[src/rtl/isa_pkg.sv]
// Shared definitions for the 16-bit ISA core: opcodes, field widths, fetch state and queue entry.
package isa_pkg;

  localparam logic [2:0] OPC_ADD  = 3'b000;
  localparam logic [2:0] OPC_ADDI = 3'b001;
  localparam logic [2:0] OPC_BEQ  = 3'b100;
  localparam logic [2:0] OPC_SW   = 3'b101;
  localparam logic [2:0] OPC_LW   = 3'b110;
  localparam logic [2:0] OPC_JMP  = 3'b111;

  localparam int unsigned INSTR_W   = 16;
  localparam int unsigned ADDR_W    = 16;
  localparam int unsigned OPC_W     = 3;
  localparam int unsigned JMP_TGT_W = 13;

  typedef enum logic [1:0] {
    S_IDLE,
    S_RUN,
    S_FAULT
  } fetch_state_e;

  typedef struct packed {
    logic [ADDR_W-1:0]  pc;
    logic [INSTR_W-1:0] instr;
  } fetch_entry_t;

  function automatic logic [OPC_W-1:0] opcode(input logic [INSTR_W-1:0] instr);
    return instr[INSTR_W-1 -: OPC_W];
  endfunction

  // Jump targets live in the low 8K words; upper PC bits are forced to zero.
  function automatic logic [ADDR_W-1:0] jmp_target(input logic [INSTR_W-1:0] instr);
    return {{(ADDR_W - JMP_TGT_W){1'b0}}, instr[JMP_TGT_W-1:0]};
  endfunction

endpackage

[src/rtl/fetch_queue.sv]
// Small synchronous FIFO of {PC, instruction} entries with flush and same-cycle push/pop.
module fetch_queue
  import isa_pkg::*;
#(
  parameter int unsigned QDEPTH = 2
) (
  input  logic         clk_i,
  input  logic         rst_ni,
  input  logic         flush_i,
  input  logic         push_i,
  input  fetch_entry_t push_data_i,
  input  logic         pop_i,
  output fetch_entry_t head_o,
  output logic         valid_o,
  output logic         full_o
);

  localparam int unsigned PtrW = (QDEPTH > 1) ? $clog2(QDEPTH) : 1;
  localparam int unsigned CntW = PtrW + 1;
  localparam logic [CntW-1:0] CntFull = CntW'(QDEPTH);

  fetch_entry_t    mem_q [QDEPTH];
  logic [PtrW-1:0] rd_ptr_q, rd_ptr_d;
  logic [PtrW-1:0] wr_ptr_q, wr_ptr_d;
  logic [CntW-1:0] count_q, count_d;
  logic            do_push, do_pop;

  assign valid_o = (count_q != '0);
  assign full_o  = (count_q == CntFull);
  assign head_o  = mem_q[rd_ptr_q];

  // A full queue may still accept a push when the head leaves in the same cycle.
  assign do_pop  = pop_i && valid_o && !flush_i;
  assign do_push = push_i && !flush_i && (!full_o || do_pop);

  always_comb begin
    rd_ptr_d = rd_ptr_q;
    wr_ptr_d = wr_ptr_q;
    count_d  = count_q;
    if (flush_i) begin
      rd_ptr_d = '0;
      wr_ptr_d = '0;
      count_d  = '0;
    end else begin
      if (do_pop) begin
        rd_ptr_d = rd_ptr_q + 1'b1;
      end
      if (do_push) begin
        wr_ptr_d = wr_ptr_q + 1'b1;
      end
      unique case ({do_push, do_pop})
        2'b10:   count_d = count_q + 1'b1;
        2'b01:   count_d = count_q - 1'b1;
        default: count_d = count_q;
      endcase
    end
  end

  always_ff @(posedge clk_i or negedge rst_ni) begin
    if (!rst_ni) begin
      rd_ptr_q <= '0;
      wr_ptr_q <= '0;
      count_q  <= '0;
    end else begin
      rd_ptr_q <= rd_ptr_d;
      wr_ptr_q <= wr_ptr_d;
      count_q  <= count_d;
    end
  end

  always_ff @(posedge clk_i or negedge rst_ni) begin
    if (!rst_ni) begin
      for (int i = 0; i < int'(QDEPTH); i++) begin
        mem_q[i] <= '0;
      end
    end else if (do_push) begin
      mem_q[wr_ptr_q] <= push_data_i;
    end
  end

endmodule

[src/rtl/fetch_sequencer.sv]
// Owns the PC, fetches from combinational instruction memory, folds jmp, and queues words for decode.
module fetch_sequencer
  import isa_pkg::*;
#(
  parameter int unsigned MEM_DEPTH = 512,
  parameter int unsigned QDEPTH    = 2,
  parameter logic [2:0]  JMP_OPC   = OPC_JMP
) (
  input  logic        clk_i,
  input  logic        rst_ni,
  input  logic        start_i,
  input  logic [15:0] start_pc_i,
  output logic [15:0] address_o,
  input  logic [15:0] instruction_i,
  output logic        out_valid_o,
  input  logic        out_ready_i,
  output logic [15:0] out_instr_o,
  output logic [15:0] out_pc_o,
  input  logic        redirect_i,
  input  logic [15:0] redirect_pc_i,
  output logic        busy_o,
  output logic        fault_o
);

  localparam logic [16:0] MemLimit = 17'(MEM_DEPTH);

  fetch_state_e state_q, state_d;
  logic [15:0]  pc_q, pc_d;

  logic         q_flush, q_push, q_pop, q_valid, q_full;
  fetch_entry_t q_head, q_in;
  logic         has_space, pc_fault, is_jmp;

  assign address_o = pc_q;
  assign pc_fault  = ({1'b0, pc_q} >= MemLimit);
  assign is_jmp    = (opcode(instruction_i) == JMP_OPC);
  assign q_in      = '{pc: pc_q, instr: instruction_i};
  assign q_pop     = q_valid && out_ready_i;
  // Room exists if not full now or if the head leaves this cycle.
  assign has_space = !q_full || q_pop;

  always_comb begin
    state_d = state_q;
    pc_d    = pc_q;
    q_flush = 1'b0;
    q_push  = 1'b0;
    if (start_i) begin
      q_flush = 1'b1;
      pc_d    = start_pc_i;
      state_d = S_RUN;
    end else if (state_q == S_RUN) begin
      if (redirect_i) begin
        q_flush = 1'b1;
        pc_d    = redirect_pc_i;
      end else if (has_space) begin
        if (pc_fault) begin
          state_d = S_FAULT;
        end else if (is_jmp) begin
          pc_d = jmp_target(instruction_i);
        end else begin
          q_push = 1'b1;
          pc_d   = pc_q + 16'd1;
        end
      end
    end
  end

  always_ff @(posedge clk_i or negedge rst_ni) begin
    if (!rst_ni) begin
      state_q <= S_IDLE;
      pc_q    <= '0;
    end else begin
      state_q <= state_d;
      pc_q    <= pc_d;
    end
  end

  fetch_queue #(
    .QDEPTH(QDEPTH)
  ) u_fetch_queue (
    .clk_i       (clk_i),
    .rst_ni      (rst_ni),
    .flush_i     (q_flush),
    .push_i      (q_push),
    .push_data_i (q_in),
    .pop_i       (q_pop),
    .head_o      (q_head),
    .valid_o     (q_valid),
    .full_o      (q_full)
  );

  assign out_valid_o = q_valid;
  assign out_instr_o = q_head.instr;
  assign out_pc_o    = q_head.pc;
  assign busy_o      = (state_q == S_RUN);
  assign fault_o     = (state_q == S_FAULT);

endmodule

[config.mk]
export PLATFORM = sky130hd
export DESIGN_NAME = fetch_sequencer
export DESIGN_NICKNAME = d
export VERILOG_FILES = /design/src/rtl/isa_pkg.sv /design/src/rtl/fetch_queue.sv /design/src/rtl/fetch_sequencer.sv
export SDC_FILE = /design/constraint.sdc
export NUM_CORES = 1
export LEC_CHECK = 0
export ABC_CLOCK_PERIOD_IN_PS = 2650
export BUFFER_PORTS_ARGS = -buffer_cell sky130_fd_sc_hd__buf_2
export CAP_MARGIN = 10
export CORE_UTILIZATION = 40
export DETAILED_ROUTE_END_ITERATION = 10
export SYNTH_ARGS = -nofsm -noshare
export SYNTH_HDL_FRONTEND = slang
export SYNTH_SLANG_ARGS = --single-unit
[constraint.sdc]
create_clock -name clk_i -period 2.65 [get_ports clk_i]
set_input_delay 0.1325 -clock clk_i [delete_from_list [all_inputs] [get_ports clk_i]]
set_output_delay 0.1325 -clock clk_i [all_outputs]
set_load 0.01 [all_outputs]
==> reports/results.tsv <==
metric	value	unit
status	finished clean	
clock-root-buffer	clkbuf_8	
critical_path_buf_inv_count	1	
ant_nets	0	
netSwitchingPower	0.896	mW
ioPinCount	104	
synth_edf_count	0	
postCtsSetupBuffers	0	
holdPathStages	2	
rsz0062_at_grt	no	
ys_ff_latch	86	
reg2reg_depth	6	
ys_top_cells_by_area	dfrtp_1, mux2_2, mux2_4	
synth_warnings	0	
synth_common_cells	dfrtp_1, mux2_2, mux2_4, nand2_1, o21ai_0	
clock_sinks	86	
worst_pin_slew	1080	ps
synth-xor-area-share	0.0179	
relSlewSlack	0.283	
path_depth	6	
slew_violations	0	
insertedDiodeCount	0	
synth_top_area_frac	0.489	
drc_errors	0	
muxShareOfSynthArea	0.232	
drt-pass1-iter-count	5	
grt_pass1_wl	17100	um
arrival	2720	ps
drtIter0Drc	208	
path_max_fanout	23	
tns	0	ps
path_class	reg -> reg	
finClkSkew	9.66	ps
cp-start-kind	flop	
postSynthCellCount	382	
critPathTopFamily	simple AND/OR/NAND/NOR gates	
yosys_most_used_dff	dfrtp_1	
syn_to_final_growth	20.1	%
ys_types	49	
clk_pin_slew	90	ps
p_leak	2.71	nW
synth_compound_area_frac	0.107	
cp_slowest_stage_delay	500	ps
intPower	2.07	mW
wl	10900	um
worstSetupEndpointType	flop	
ys_seq_area_frac	0.489	
synthAdderAreaFrac	0.00568	
initial_core_util	0.419	
fill_cells	985	
die_w	107	um
syn_nets	437	
via_per_inst	5.31	
grt_pass1_vias	3206	
clkPwrFrac	0.325	
layout-drive-gt1-share	0.451	
cp_cell_sequence	nor4_2 > nand2_1 > or3_1 > or2_2 > buf_4 > mux2_4	
critical-path-slowest-cell	or3_1	
cts_buffers	9	
cts-resized-gates	0	
nets	540	
grt_max_degree	87	
numPortBuffers	103	
pwr-share-seq	0.505	
cts_buffer_depth	2	
p_per_area	562	mW/mm^2
dieHeight	107	um
antenna_found_initial	0	
num_rows	37	
synthMostInstantiatedCell	dfrtp_1	
yosys.area_share.simple	0.111	
vdd_drop_max	197	uV
dp_hpwl	7580	um
netlist.top_cell.by_area	dfrtp_1	
avgSynthCellArea	11.5	sq um
core_area	0.0105	sq mm
cap_violations	0	
ys_async_sr_fraction	1.00	
track_usage	0.198	
vias	3323	
fin_hold_ws	20.7	ps
overflow	0	
cts_tree	yes	
fin_crit	2460	ps
switching_share	0.302	
hold_class	in -> reg	
required	2910	ps
place.gp.congestion	0.803	
fmax	407	MHz
finalSetupViolations	0	
syn-cell-area	0.00440	sq mm
post_drt_wl_per_cell	17.4	um
period_share	0.928	
pwr-share-comb	0.170	
htreeDepth	3	
finalHoldViolCount	0	
die_area	0.0114	sq mm
clock_latency	370	ps
synth_top_family_by_area	multiplexers	
==> registers in the layout, summed over array words and instances, names as in the netlist <==
| signal | cells |
|---|---|
| u_fetch_queue.mem_q | 64 |
| address_o | 16 |
| state_q | 2 |
| u_fetch_queue.count_q | 2 |
| u_fetch_queue.rd_ptr_q | 1 |
| u_fetch_queue.wr_ptr_q | 1 |
==> placed cells by master, fill, tap and decap left out, types with 2 or more instances in the layout <==
cell / instances
a211oi_1: 5
mux2_4: 23
nor2_1: 18
xor2_1: 3
clkbuf_8: 9
nor2b_1: 10
a221oi_1: 4
xnor2_1: 6
o21ai_0: 19
nand2b_1: 8
ha_1: 2
dfrtp_1: 86
buf_4: 11
a21oi_1: 15
nand2_1: 23
a31oi_1: 5
or2_2: 2
o31ai_1: 2
inv_1: 10
o22ai_1: 7
mux2_2: 60
inv_6: 3
and2_1: 8
buf_2: 102
nor4_1: 2
a32o_1: 3
a31o_2: 2
o211ai_1: 2
nor3_1: 3
dlygate4sd3_1: 2
nand3_1: 9
nand4_1: 3
==> final cells by class <==
cell class / instances / area [sq um] / area share
well taps: 136 / 170 / 0.0322
inverters: 10 / 37.5 / 0.00710
clock buffers: 9 / 124 / 0.0234
flip-flops and latches: 86 / 2150 / 0.407
clock inverters: 7 / 77.6 / 0.0147
multi-input cells: 262 / 2090 / 0.396
repair buffers: 116 / 633 / 0.120
==> stage by stage <==
stage               total power [mW]  area (sq um)   util  worst slack, ps  cells
finish                          2.97          5290  0.503              190    626
global route                    3.13          5290  0.503             62.5    626
CTS                             3.00          5290  0.503              190    626
detailed placement              2.03          5070  0.482              206    608
global placement                2.01          5070  0.482              240    608
floorplan                       1.78          4400      -              428    382
==> logic make-up after synthesis <==
kind of cell / Yosys count
xor+xnor: 9
simple gates: 95
mux: 83
compound gates: 73
flops: 86
fa+ha+maj: 2
buf+inv: 34
==> metal layers <==
metal  vias to the layer above  part of all wire  global-route usage
li1                       1577                 -                   -
met1                      1623              0.46               0.272
met2                       107              0.47               0.308
met3                        16             0.059              0.0444
met4                         0             0.017              0.0695
met5                         -                 0                   0
==> path summary, 6_finish.rpt <==
path	from	end	slack, ps
max in group asynchronous	rst_ni	u_fetch_queue.mem_q[7]$_DFFE_PN0P_	1460
worst min-delay path	instruction_i[9]	u_fetch_queue.mem_q[9]$_DFFE_PN0P_	20
worst max register to register	address_o[10]$_DFFE_PN0P_	u_fetch_queue.mem_q[3]$_DFFE_PN0P_	190
worst max-delay path	address_o[10]$_DFFE_PN0P_	u_fetch_queue.mem_q[3]$_DFFE_PN0P_	190
min in group asynchronous	rst_ni	u_fetch_queue.mem_q[57]$_DFFE_PN0P_	490
worst min register to register	u_fetch_queue.mem_q[27]$_DFFE_PN0P_	u_fetch_queue.mem_q[27]$_DFFE_PN0P_	490
==> timing repair <==
item                                    CTS  global route
endpoints found under the setup margin    0             0
hold endpoints to repair                 29             0
hold buffers                              2             0
==> power groups by stage <==
| stage | registers (mW) | logic [mW] | clock network [mW] |
|---|---|---|---|
| 4_1_cts | 1.50 | 0.510 | 0.990 |
| 6_report | 1.50 | 0.504 | 0.966 |
| 2_1_floorplan | 1.50 | 0.280 | 0 |
| 5_1_grt | 1.51 | 0.558 | 1.05 |
| 3_5_place_dp | 1.52 | 0.505 | 0 |
| 3_3_place_gp | 1.51 | 0.500 | 0 |
Power figures use the tool's default switching activity.
